===== src/rtl/input_pkg.sv =====
// Shared definitions for the mechanical-input conditioning blocks.
//   btn_state_t : debounce FSM state encoding
//   cnt_width() : counter width that can hold max(a, b) inclusive
package input_pkg;

  typedef enum logic [1:0] {
    LOW      = 2'd0,
    CHK_HIGH = 2'd1,
    HIGH     = 2'd2,
    CHK_LOW  = 2'd3
  } btn_state_t;

  function automatic int cnt_width(input int a, input int b);
    return $clog2(((a > b) ? a : b) + 1);
  endfunction

endpackage


===== src/rtl/button_events_if.sv =====
// Signal bundle between an input synchronizer and the button_events stage.
//   sync_in    : synchronized raw input
//   level      : debounced level
//   press      : one-cycle pulse on level 0->1
//   released   : one-cycle pulse on level 1->0 ("release" is a reserved word)
//   long_press : one-cycle pulse once a press has been held long enough
// master drives sync_in and observes events; slave is the debouncer.
interface button_events_if;
  logic sync_in;
  logic level;
  logic press;
  logic released;
  logic long_press;

  modport master (
    output sync_in,
    input  level, press, released, long_press
  );

  modport slave (
    input  sync_in,
    output level, press, released, long_press
  );
endinterface


===== src/rtl/button_events.sv =====
// Debounce and event extraction for one synchronized mechanical input.
// A level change is accepted after DEBOUNCE_CYCLES consecutive samples of
// the new value; press/release/long-press are registered one-cycle pulses.
// Ports:
//   clk   : sole clock, posedge
//   reset : asynchronous active-low reset
//   bus   : button_events_if.slave (sync_in in; level and pulses out)
//
// state    | meaning
// LOW      | level = 0, waiting for a 1
// CHK_HIGH | candidate rise, counting consecutive 1s
// HIGH     | level = 1, hold timer running
// CHK_LOW  | candidate fall, level still 1, hold timer still running
module button_events
  import input_pkg::*;
#(
  parameter int DEBOUNCE_CYCLES = 1000000,
  parameter int LONG_CYCLES     = 100000000
) (
  input  logic            clk,
  input  logic            reset,
  button_events_if.slave  bus
);

  localparam int CNT_W = cnt_width(DEBOUNCE_CYCLES, LONG_CYCLES);
  localparam logic [CNT_W-1:0] D_TC  = CNT_W'(DEBOUNCE_CYCLES - 1);
  localparam logic [CNT_W-1:0] H_TC  = CNT_W'(LONG_CYCLES - 1);
  localparam logic [CNT_W-1:0] H_SAT = CNT_W'(LONG_CYCLES);

  if (DEBOUNCE_CYCLES < 2 || LONG_CYCLES < 2) begin : g_param_check
    $error("button_events: DEBOUNCE_CYCLES and LONG_CYCLES must be >= 2");
  end

  btn_state_t       state;
  logic [CNT_W-1:0] dcnt;
  logic [CNT_W-1:0] hcnt;
  logic [CNT_W-1:0] hcnt_inc;
  logic             hcnt_tc;
  logic             level_q, press_q, released_q, long_q;

  // Hold timer saturates at LONG_CYCLES so the terminal count is crossed once.
  always_comb begin
    hcnt_inc = (hcnt == H_SAT) ? hcnt : hcnt + 1'b1;
    hcnt_tc  = (hcnt == H_TC);
  end

  always_ff @(posedge clk or negedge reset) begin
    if (!reset) begin
      state      <= LOW;
      dcnt       <= '0;
      hcnt       <= '0;
      level_q    <= 1'b0;
      press_q    <= 1'b0;
      released_q <= 1'b0;
      long_q     <= 1'b0;
    end else begin
      press_q    <= 1'b0;
      released_q <= 1'b0;
      long_q     <= 1'b0;
      case (state)
        LOW: begin
          if (bus.sync_in) begin
            state <= CHK_HIGH;
            dcnt  <= CNT_W'(1);
          end
        end
        CHK_HIGH: begin
          if (!bus.sync_in) begin
            state <= LOW;
            dcnt  <= '0;
          end else if (dcnt == D_TC) begin
            state   <= HIGH;
            level_q <= 1'b1;
            press_q <= 1'b1;
            hcnt    <= '0;
            dcnt    <= '0;
          end else begin
            dcnt <= dcnt + 1'b1;
          end
        end
        HIGH: begin
          hcnt   <= hcnt_inc;
          long_q <= hcnt_tc;
          if (!bus.sync_in) begin
            state <= CHK_LOW;
            dcnt  <= CNT_W'(1);
          end
        end
        CHK_LOW: begin
          // Release takes priority over a coincident long-press terminal count.
          if (!bus.sync_in && dcnt == D_TC) begin
            state      <= LOW;
            level_q    <= 1'b0;
            released_q <= 1'b1;
            hcnt       <= '0;
            dcnt       <= '0;
          end else begin
            hcnt   <= hcnt_inc;
            long_q <= hcnt_tc;
            if (bus.sync_in) begin
              state <= HIGH;
              dcnt  <= '0;
            end else begin
              dcnt <= dcnt + 1'b1;
            end
          end
        end
        default: begin
          state <= LOW;
          dcnt  <= '0;
          hcnt  <= '0;
        end
      endcase
    end
  end

  assign bus.level      = level_q;
  assign bus.press      = press_q;
  assign bus.released   = released_q;
  assign bus.long_press = long_q;

endmodule

===== src/flat_wrapper.sv =====
// flat-port wrapper written by rule: the top's interface ports become plain ports
module button_events_flat import input_pkg::*;
#(
  parameter int DEBOUNCE_CYCLES = 1000000,
  parameter int LONG_CYCLES     = 100000000
)
  (clk, reset, bus_sync_in, bus_level, bus_press, bus_released, bus_long_press);
  button_events_if bus_i ();
  input  logic clk;
  input  logic reset;
  input wire logic [$bits(bus_i.sync_in)-1:0] bus_sync_in;
  output wire logic [$bits(bus_i.level)-1:0] bus_level;
  output wire logic [$bits(bus_i.press)-1:0] bus_press;
  output wire logic [$bits(bus_i.released)-1:0] bus_released;
  output wire logic [$bits(bus_i.long_press)-1:0] bus_long_press;
  assign bus_i.sync_in = bus_sync_in;
  assign bus_level = bus_i.level;
  assign bus_press = bus_i.press;
  assign bus_released = bus_i.released;
  assign bus_long_press = bus_i.long_press;
  button_events #(.DEBOUNCE_CYCLES(DEBOUNCE_CYCLES), .LONG_CYCLES(LONG_CYCLES)) u_core (.clk(clk), .reset(reset), .bus(bus_i));
endmodule

===== config.mk =====
export PLATFORM = sky130hd
export DESIGN_NAME = button_events_flat
export DESIGN_NICKNAME = d
export VERILOG_FILES = /design/src/rtl/input_pkg.sv /design/src/rtl/button_events_if.sv /design/src/rtl/button_events.sv /design/src/flat_wrapper.sv
export SDC_FILE = /design/constraint.sdc
export NUM_CORES = 1
export LEC_CHECK = 0
export BUFFER_PORTS_ARGS = -buffer_cell sky130_fd_sc_hd__buf_2
export CELL_PAD_IN_SITES_DETAIL_PLACEMENT = 0
export CELL_PAD_IN_SITES_GLOBAL_PLACEMENT = 1
export CORE_UTILIZATION = 48
export CTS_CLUSTER_DIAMETER = 120
export CTS_CLUSTER_SIZE = 12
export DETAILED_ROUTE_END_ITERATION = 12
export GPL_ROUTABILITY_DRIVEN = 0
export PLACE_DENSITY = 0.83
export SLEW_MARGIN = 0
export SYNTH_ARGS = -nofsm -noshare
export SYNTH_HDL_FRONTEND = slang
export SYNTH_SLANG_ARGS = --single-unit

===== constraint.sdc =====
create_clock -name clk -period 3.5 [get_ports clk]
set_clock_uncertainty 0.15 [all_clocks]
set_input_delay 0.7 -clock clk [delete_from_list [all_inputs] [get_ports clk]]
set_output_delay 0.7 -clock clk [all_outputs]
set_load 0.02 [all_outputs]

# Yosys cells after proc, flatten, opt, wreduce, memory -nomap -nowiden
# Index checks and enable logic that the tools add are counted.
# op_classes
n_addsub	2
n_eq_ne	13
muxes	30
reduce_logical	9
# op_table
cell	count
$mux W27	10
$pmux W27 S4	1
$pmux W27 S3	1
$add A27 B1 Y27 const B	2
$eq A27 B27 Y1 const B	2
$eq A27 B20 Y1 const B	1
$mux W2	6
$mux W1	9
$pmux W2 S4	1
$reduce_and A4 Y1	2
$ne A2 B2 Y1 const B	3
$ne A3 B2 Y1 const B	2
$eq A2 B2 Y1 const B	2
$ne A2 B1 Y1 const B	2
$pmux W1 S2	2
$reduce_and A3 Y1	1
$reduce_bool A3 Y1	1
$eq A2 B1 Y1 const B	1
$logic_not A2 Y1	1
$reduce_and A2 Y1	1
$reduce_bool A2 Y1	1
$logic_and A1 B1 Y1	1
$logic_not A1 Y1	1
# totals
register_bits	60
inputBits	3
output_inout_bits	4
word_cells	61

# Longest topological paths before layout
# Gate-level depths: netlist of run 1.
# logic_depth
ltp_word	4
mapped_depth	9
ltp_nobuf	7

# Worst setup path before layout of run 1
# Ideal clock, no wire load.
# synth_path
path_type	register -> register
start	register u_core.dcnt[0]
end	register u_core.dcnt[26]
arrival_time_ns	2.228
required_time_ns	3.281
slack_ns	1.053
path_stages_with_launch	7
path_buffers	0
cell_sequence	dfrtp_1 ha_1 nand4_4 or4_4 or4_1 or3_1 nand3_1
# synth_between
elab_chain_cells	4
# synth_rtl
item	line	text
from (decl)	button_events.sv:35	logic [CNT_W-1:0] dcnt;
from (signal assigned)	button_events.sv:78	dcnt <= dcnt + 1'b1;
from (signal assigned)	button_events.sv:104	dcnt <= dcnt + 1'b1;
$add A27 B1 Y27 or $eq A27 B20 Y1 (tied branches)	-	
$mux W27, or another cell as far along	button_events.sv:100	if (bus.sync_in) begin
$mux W27, on equally long branches	button_events.sv:91, button_events.sv:68	
$pmux W27 S4 *	button_events.sv:60	case (state)
# Every way passes the cells marked *; elsewhere a longest branch is shown, timed or not.
# A chain may end at the register's enable or synchronous reset.

# Final worst setup path of run 1
# layout_path
start	register u_core.dcnt[0]
end	register u_core.dcnt[20]
# The elaborated chain is that of the path after synthesis.

==> results by group, run 1 <==
Cells and area
  • Filler cell count: 661
  • N_diodes: 0
  • Final Net Count: approximately 400
  • Highest-count cells in the layout ignoring fill and taps: dfrtp_1, nand2_1, nand3_1
  • Most common cell after layout, fill and taps aside: dfrtp_1
  • Share of layout cells above drive strength 1: between 10% and 20%
  • Area grow syn2layout: 10.5%

CTS
  • Hold_buf cts: 0
  • Bufs on Longest Clock Path: 2
  • CTS Buf Count: 9
  • Clock Latency Late Sink: 0.34 ns
  • Resize count post-CTS: 0
  • Root Buffer: clkbuf_8
  • Clk pin slew, worst setup/hold paths: around 0.070 ns
  • CTS Sinks: 60
  • Setup bufs post-CTS: 0
  • TritonCTS clock tree: yes
  • H-tree depth: 3

STA
  • Slew Viols, Final: 0
  • Setup TNS: 0 ns
  • Final setup margin: 0.727 ns
  • Final setup vio count: 0
  • Crit share post-route: 79.2%
  • Worst slew margin: approximately a third
  • Min Tclk post-route: between 2 and 3 ns
  • Fmax: 361 MHz
  • RSZ-0062 raised after global routing: no
  • Slew at the pin closest to its max-slew limit: approximately 1 ns
  • Hold Vio Cnt, Final: 0

Run
  • MaxCap Viol Count: 0

Pwr
  • Share of power burned in registers: 50.1%
  • Worst VDD drop: 0.000206 V
  • Leak Pwr: 1.52 nW
  • Sw Share: 23.4%
  • Net Switching: approximately 0.33 mW
  • Clock power frac: between 40% and 50%
  • PD cells: 378 mW/mm2
  • Power Internal: 1.09 mW
  • Logic pwr share: 4.3%
  • Final Power: approximately 1.4 mW

Setup path
  • Critical-path cell list: ha_1 -> nand4_4 -> nor4_1 -> a21o_1 -> o21ai_0 -> a32o_1
  • CP max FO: 14
  • CP Class: reg -> reg
  • Worst endpoint required time: approximately 3.6 ns
  • Largest stage delay, worst path: approximately 0.7 ns
  • Crit end category: flip-flop
  • Critical path arrival: 2.84 ns
  • CP max-delay cell: nor4_1
  • CP Buf/Inv Count: 0
  • Worst setup SP type: flip-flop
  • CP delay by family, top: compound AO/OA/AOI/OAI gates

Synthesis
  • Synth Instances: slightly below 400
  • Yosys cell types: 50
  • EDFF count, synth: 0
  • Seq/Total Area, Yosys: 44.1%
  • Top_reg_cell synth: dfrtp_1
  • Net Count, Synth: 391
  • Post-synth top area share: 44.1%
  • Area contributors post-synth: dfrtp_1, nand3_1, a21oi_1
  • Syn. warnings: 0
  • FF+latch count, synth: 60
  • Largest area contributor in the synthesized netlist: dfrtp_1
  • Async S/R FF share, synth: 100%
  • Mapped Avg Cell Area: 8.85 um2
  • Post-Syn Area: 0.00341 mm2

Global route
  • Number of global-route vias before repair: 2971
  • Initial antenna violation count: 0
  • First-pass GRT wire length: 14300 um
  • Total grt overflow: 0
  • All-Layer GR Usage: 24.6%
  • Pin count of the biggest net entering global routing: 30

Placement
  • Port Buffers: 6
  • Place WS: ~0.75 ns
  • Final HPWL DP: 5500 um

Floorplanning
  • Row count: 30
  • Core area: 0.00683 mm2
  • Initial Utilization: about 50%
  • DIE WIDTH: 86.3 um
  • I/O pin count: 7
  • Die Footprint: between 0.007 and 0.008 mm2
  • Die H: 86.3 um

Routing
  • Vias per inst: around 6
  • Wire length per cell: 16.4 um
  • Routed wire length: between 8000 and 9000 um
  • Via count: 3036
  • 1st-pass router iterations: 4
  • DRC viols: 0
  • Post-route ant nets: 0
  • DRT iter0 DRCs: 143

Min path
  • Tightest Hold Check Type: in -> async

Outcome
  • Status: finished clean
## sequential cells by signal, indices dropped and copies added (netlist names)
register               flops
u_core.dcnt               27
u_core.bus.released        1
u_core.state               2
u_core.hcnt               27
u_core.bus.press           1
u_core.bus.long_press      1
u_core.bus.level           1
## layout make-up
class,instances,area [um2],share of cell area [%]
tap,96,120,3.19
multi-input combinational,297,1800,47.9
inverter,10,37.5,0.997
clock buffer,13,159,4.22
sequential,60,1500,39.9
clock inverter,3,45.0,1.20
timing repair buffer,15,97.6,2.59
## routing by layer
metal  wire length [um]  GRT usage [%]
met5                  0              0
met4                 80           9.39
met3                207           5.81
met2               3960           39.8
met1               3840           32.0
## cells in the mapped netlist (all sizes together), types with 2 or more instances
library cell	instances
dfrtp	60
nand2	39
nand3	32
a21oi	30
a31oi	21
o21ai	18
nor2	16
a21o	15
nor4	15
nor3	14
clkbuf	12
nand4	11
inv	10
or4	10
or3	9
nand2b	7
and3	6
buf	6
o31ai	6
a22o	5
and4	4
and2	3
ha	3
nor4b	3
a2bb2oi	2
a41oi	2
mux2i	2
nand4b	2
o211ai	2
o22a	2
o41ai	2
or2	2
## power groups by stage
stage	clock (mW)	combinational, mW	sequential (mW)
after floorplan	0	0.0345	0.724
after CTS	0.664	0.0631	0.713
final	0.648	0.0615	0.714
after detailed placement	0	0.0631	0.726
after global routing	0.700	0.0723	0.716
after global placement	0	0.0621	0.726
## metrics by stage
stage	instances	hold WS, ns	cell area, um2	utilization (%)
floorplan	385	0.254	3410	-
global placement	478	0.342	3560	52.1
detailed placement	478	0.356	3560	52.1
CTS	494	0.183	3760	55.1
global route	494	0.191	3760	55.1
finish	494	0.180	3760	55.1
## final timing paths
kind / startpoint / endpoint / slack, ns / cells after the start
setup / recovery: u_core.dcnt[0] / u_core.dcnt[20] / 0.73 / 6
hold / removal: reset / u_core.hcnt[0] / 0.18 / 1
setup reg to reg: u_core.dcnt[0] / u_core.dcnt[20] / 0.73 / 6
hold reg to reg: u_core.hcnt[17] / u_core.hcnt[17] / 0.38 / 1
max in group asynchronous: reset / u_core.hcnt[16] / 2.34 / 2
min in group clk: u_core.hcnt[17] / u_core.hcnt[17] / 0.38 / 1
## worst reg2reg max path, delay by kind of cell (launching register included)
family / cells / cell delay, ns
flip-flops: 1 / 0.41
adder cells (fa/ha/maj): 1 / 0.28
AO/OA/AOI/OAI: 3 / 0.92
AND/OR/NAND/NOR: 2 / 0.91
## kinds of logic (layout without fill, tap and decap cells)
logic type	count (synthesis)	count (layout)	synth area share [%]
and+or+nand+nor	179	179	29.7
AOI/OAI and AO/OA	111	111	20.9
DFF	60	60	44.1
buffers and inverters	28	41	3.23
adders and majority gates	3	3	1.10
xor gates and xnor gates	2	2	0.514
muxes	2	2	0.587
Note: power is estimated with default switching activity, not from simulation.
==> run 2, diff against run 1 <==
--- a/config.mk
+++ b/config.mk
@@ -5,15 +5,16 @@
 export SDC_FILE = /design/constraint.sdc
 export NUM_CORES = 1
 export LEC_CHECK = 0
+export ABC_AREA = 1
 export BUFFER_PORTS_ARGS = -buffer_cell sky130_fd_sc_hd__buf_2
 export CELL_PAD_IN_SITES_DETAIL_PLACEMENT = 0
 export CELL_PAD_IN_SITES_GLOBAL_PLACEMENT = 1
-export CORE_UTILIZATION = 48
+export CORE_UTILIZATION = 42
 export CTS_CLUSTER_DIAMETER = 120
 export CTS_CLUSTER_SIZE = 12
 export DETAILED_ROUTE_END_ITERATION = 12
 export GPL_ROUTABILITY_DRIVEN = 0
-export PLACE_DENSITY = 0.83
+export PLACE_DENSITY = 0.81
 export SLEW_MARGIN = 0
 export SYNTH_ARGS = -nofsm -noshare
 export SYNTH_HDL_FRONTEND = slang
==> constraint.sdc (replaced) <==
create_clock -name clk -period 2.25 [get_ports clk]
set_clock_uncertainty 0.15 [all_clocks]
set_input_delay 0.45 -clock clk [delete_from_list [all_inputs] [get_ports clk]]
set_output_delay 0.45 -clock clk [all_outputs]
set_load 0.02 [all_outputs]
==> run 2 against run 1 <==
Effect of this change:
- final area is 29% higher
- via count is 39% higher
- cell count is 59% higher
- clock-buffer cell count is 2 lower
- die area is 46% higher
- sequential share of layout area is 8.8 points lower
- largest cell class unchanged
- largest power group unchanged
==> results by group, run 2 <==
Global route
  • Number of global-route vias before repair: 3931 (was 2971)
  • All-Layer GR Usage: 22.8% (was 24.6%)
  • Pin count of the biggest net entering global routing: 61 (was 30)
  • Initial antenna violation count: 0 (unchanged)
  • First-pass GRT wire length: 19600 um (was 14300 um)
  • Total grt overflow: 0 (unchanged)

Setup path
  • R2R depth: 9 (was 6)
  • Worst flop-to-flop path endpoint: u_core.hcnt[10] (was u_core.dcnt[20])
  • Crit end category: flip-flop (unchanged)
  • Worst setup SP type: flip-flop (unchanged)
  • CP Class: reg -> reg (unchanged)
  • R2R setup slack: 0.22 ns (was 0.73 ns)
  • CP max FO: 30 (was 14)
  • Critical path arrival: 2.12 ns (was 2.84 ns)
  • Worst endpoint required time: 2.34 ns (was 3.57 ns)
  • Worst R2R Start: u_core.dcnt[21] (was u_core.dcnt[0])

Pwr
  • Share of power burned in registers: 45.4% (was 50.1%)
  • PD cells: 580 mW/mm2 (was 378 mW/mm2)
  • Worst VDD drop: 0.000351 V (was 0.000206 V)
  • Power Internal: 1.96 mW (was 1.09 mW)
  • Sw Share: 30.1% (was 23.4%)
  • Clock power frac: 39.9% (was 45.5%)
  • Logic pwr share: 14.7% (was 4.3%)
  • Net Switching: 0.846 mW (was 0.334 mW)
  • Leak Pwr: 2.10 nW (was 1.52 nW)

Cells and area
  • Biggest regs: u_core.dcnt: 27 flops, u_core.hcnt: 27 flops, u_core.state: 2 flops (unchanged)
  • Post-route non-filler standard cell count: 787 (was 494)
  • Post-layout util: 48.6% (was 55.1%)
  • Most common cell after layout, fill and taps aside: nand2_1 (was dfrtp_1)
  • Share of layout cells above drive strength 1: 13.8% (was 10.1%)
  • N_diodes: 0 (unchanged)
  • Design area: 0.00484 mm2 (was 0.00376 mm2)
  • Filler cell count: 998 (was 661)
  • Area grow syn2layout: 10.6% (was 10.5%)
  • Final Net Count: 655 (was 399)
  • Highest-count cells in the layout ignoring fill and taps: nand2_1, nand3_1, nor2_1 (was dfrtp_1, nand2_1, nand3_1)

Synthesis
  • FF+latch count, synth: 60 (unchanged)
  • Yosys cell types: 37 (was 50)
  • Largest area contributor in the synthesized netlist: dfrtp_1 (unchanged)
  • Synth Instances: 633 (was 385)
  • Syn. warnings: 0 (unchanged)
  • Post-Syn Area: 0.00438 mm2 (was 0.00341 mm2)
  • Net Count, Synth: 639 (was 391)
  • Top_reg_cell synth: dfrtp_1 (unchanged)
  • Async S/R FF share, synth: 100% (unchanged)
  • Post-synth top area share: 34.3% (was 44.1%)
  • Most frequent cells after synthesis: nand2_1, nand3_1, nor2_1 (was dfrtp_1, nand2_1, nand3_1)
  • Top-count cell post-synth: nand2_1 (was dfrtp_1)
  • Mapped Avg Cell Area: 6.91 um2 (was 8.85 um2)
  • Area contributors post-synth: dfrtp_1, nand2_1, nand3_1 (was dfrtp_1, nand3_1, a21oi_1)
  • Seq/Total Area, Yosys: 34.3% (was 44.1%)
  • EDFF count, synth: 0 (unchanged)

Outcome
  • Status: finished clean (unchanged)

Routing
  • Wire length per cell: 14.5 um (was 16.4 um)
  • DRT iter0 DRCs: 303 (was 143)
  • 1st-pass router iterations: 6 (was 4)
  • Vias per inst: 5.36 (was 6.15)
  • Post-route ant nets: 0 (unchanged)
  • WL met1: 5670 um (was 3840 um)
  • Routed wire length: 11400 um (was 8090 um)
  • DRC viols: 0 (unchanged)
  • Metal3 WL: 683 um (was 207 um)
  • Top sig layer: met4 (unchanged)
  • Met2 WL: 4860 um (was 3960 um)
  • Via count: 4221 (was 3036)

Floorplanning
  • I/O pin count: 7 (unchanged)
  • DIE WIDTH: 104 um (was 86.3 um)
  • Row count: 36 (was 30)
  • Initial Utilization: 44.0% (was 49.9%)
  • Core area: 0.00995 mm2 (was 0.00683 mm2)
  • Die Footprint: 0.0108 mm2 (was 0.00744 mm2)
  • Die H: 104 um (was 86.3 um)

STA
  • Crit share post-route: 90.4% (was 79.2%)
  • RSZ-0062 raised after global routing: no (unchanged)
  • Slew at the pin closest to its max-slew limit: 0.623 ns (was 1.01 ns)
  • Min Tclk post-route: 2.03 ns (was 2.77 ns)
  • Hold Vio Cnt, Final: 0 (unchanged)
  • Final setup vio count: 0 (unchanged)
  • Setup TNS: 0 ns (unchanged)
  • Slew Viols, Final: 0 (unchanged)
  • Fmax: 492 MHz (was 361 MHz)
  • Worst slew margin: 58.4% (was 32.4%)

CTS
  • Setup bufs post-CTS: 0 (unchanged)
  • H-tree depth: 3 (unchanged)
  • Clock Latency Late Sink: 0.36 ns (was 0.34 ns)
  • Clk pin slew, worst setup/hold paths: 0.08 ns (was 0.07 ns)
  • TritonCTS clock tree: yes (unchanged)
  • CTS Sinks: 60 (unchanged)
  • Bufs on Longest Clock Path: 2 (unchanged)
  • CTS Buf Count: 9 (unchanged)
  • Root Buffer: clkbuf_8 (unchanged)

Placement
  • Final HPWL DP: 8080 um (was 5500 um)
  • Port Buffers: 6 (unchanged)
  • Area of placed instances: 0.00460 mm2 (was 0.00356 mm2)
  • Placed insts: 770 (was 478)

Run
  • MaxCap Viol Count: 0 (unchanged)

Min path
  • Hold Path Sink: u_core.dcnt[12]
  • Hold Path Origin: bus_sync_in
  • Hold path cells: 3
  • Tightest Hold Check Type: in -> reg (was in -> async)
[run 2: power by group through the flow]
stage	sequential, mW	combinational (mW)	clock (mW)
finish	1.27	0.412	1.12
detailed placement	1.29	0.408	0
global placement	1.29	0.398	0
CTS	1.27	0.412	1.15
global route	1.29	0.491	1.19
floorplan	1.26	0.303	0
[run 2: what timing repair did]
item	in CTS	in global routing
setup endpoints to repair	0	5
hold buffers	1	0
resized for setup	0	2
hold endpoints to repair	60	0
[run 2: cell type report]
class	instances	area, um2	area share (%)
timing repair buffer	19	155	3.21
multi-input combinational	483	2510	52.0
tap	133	166	3.44
clock inverter	5	75.1	1.55
inverter	76	285	5.90
sequential	60	1500	31.0
clock buffer	11	141	2.92
[run 2: routing by layer]
metal | track usage, % | vias to the layer above
met1 | 34.1 | 1979
li1 | - | 2101
met2 | 32.6 | 129
met5 | 0 | -
met4 | 9.49 | 0
met3 | 3.13 | 12
[run 2: stage by stage]
stage / power [mW] / hold WS (ns) / setup slack (ns)
2_1_floorplan: 1.57 / 0.00441 / 0.511
3_3_place_gp: 1.69 / 0.338 / 0.224
3_5_place_dp: 1.70 / 0.342 / 0.198
4_1_cts: 2.83 / 0.282 / 0.186
5_1_grt: 2.97 / 0.284 / 0.0529
6_report: 2.81 / 0.295 / 0.216
[run 2: critical path, cell delays in order, from the launching register on]
cell,delay (ns)
dfrtp_1,0.42
inv_1,0.13
nand2_1,0.07
nor2_1,0.23
nand2_1,0.13
nor2_4,0.21
nand4_4,0.09
buf_4,0.29
nand3_1,0.12
o21ai_1,0.06
[run 2: worst max-delay path by stage]
stage / startpoint / to / depth (start not counted)
floorplan: u_core.dcnt[0] / u_core.hcnt[0] / 9
global placement: u_core.dcnt[0] / u_core.hcnt[11] / 8
detailed placement: u_core.dcnt[0] / u_core.hcnt[11] / 8
CTS: u_core.dcnt[0] / u_core.hcnt[11] / 8
global route: u_core.dcnt[21] / u_core.hcnt[2] / 9
finish: u_core.dcnt[21] / u_core.hcnt[10] / 9
[run 2: kinds of logic after synthesis]
group                      Yosys count  synth area share (%)
buffers and inverters               90                  8.61
xor gates and xnor gates            16                  3.20
AOI/OAI and AO/OA                   44                  6.29
DFF                                 60                  34.3
and+or+nand+nor                    420                  46.7
adders and majority gates            3                 0.858
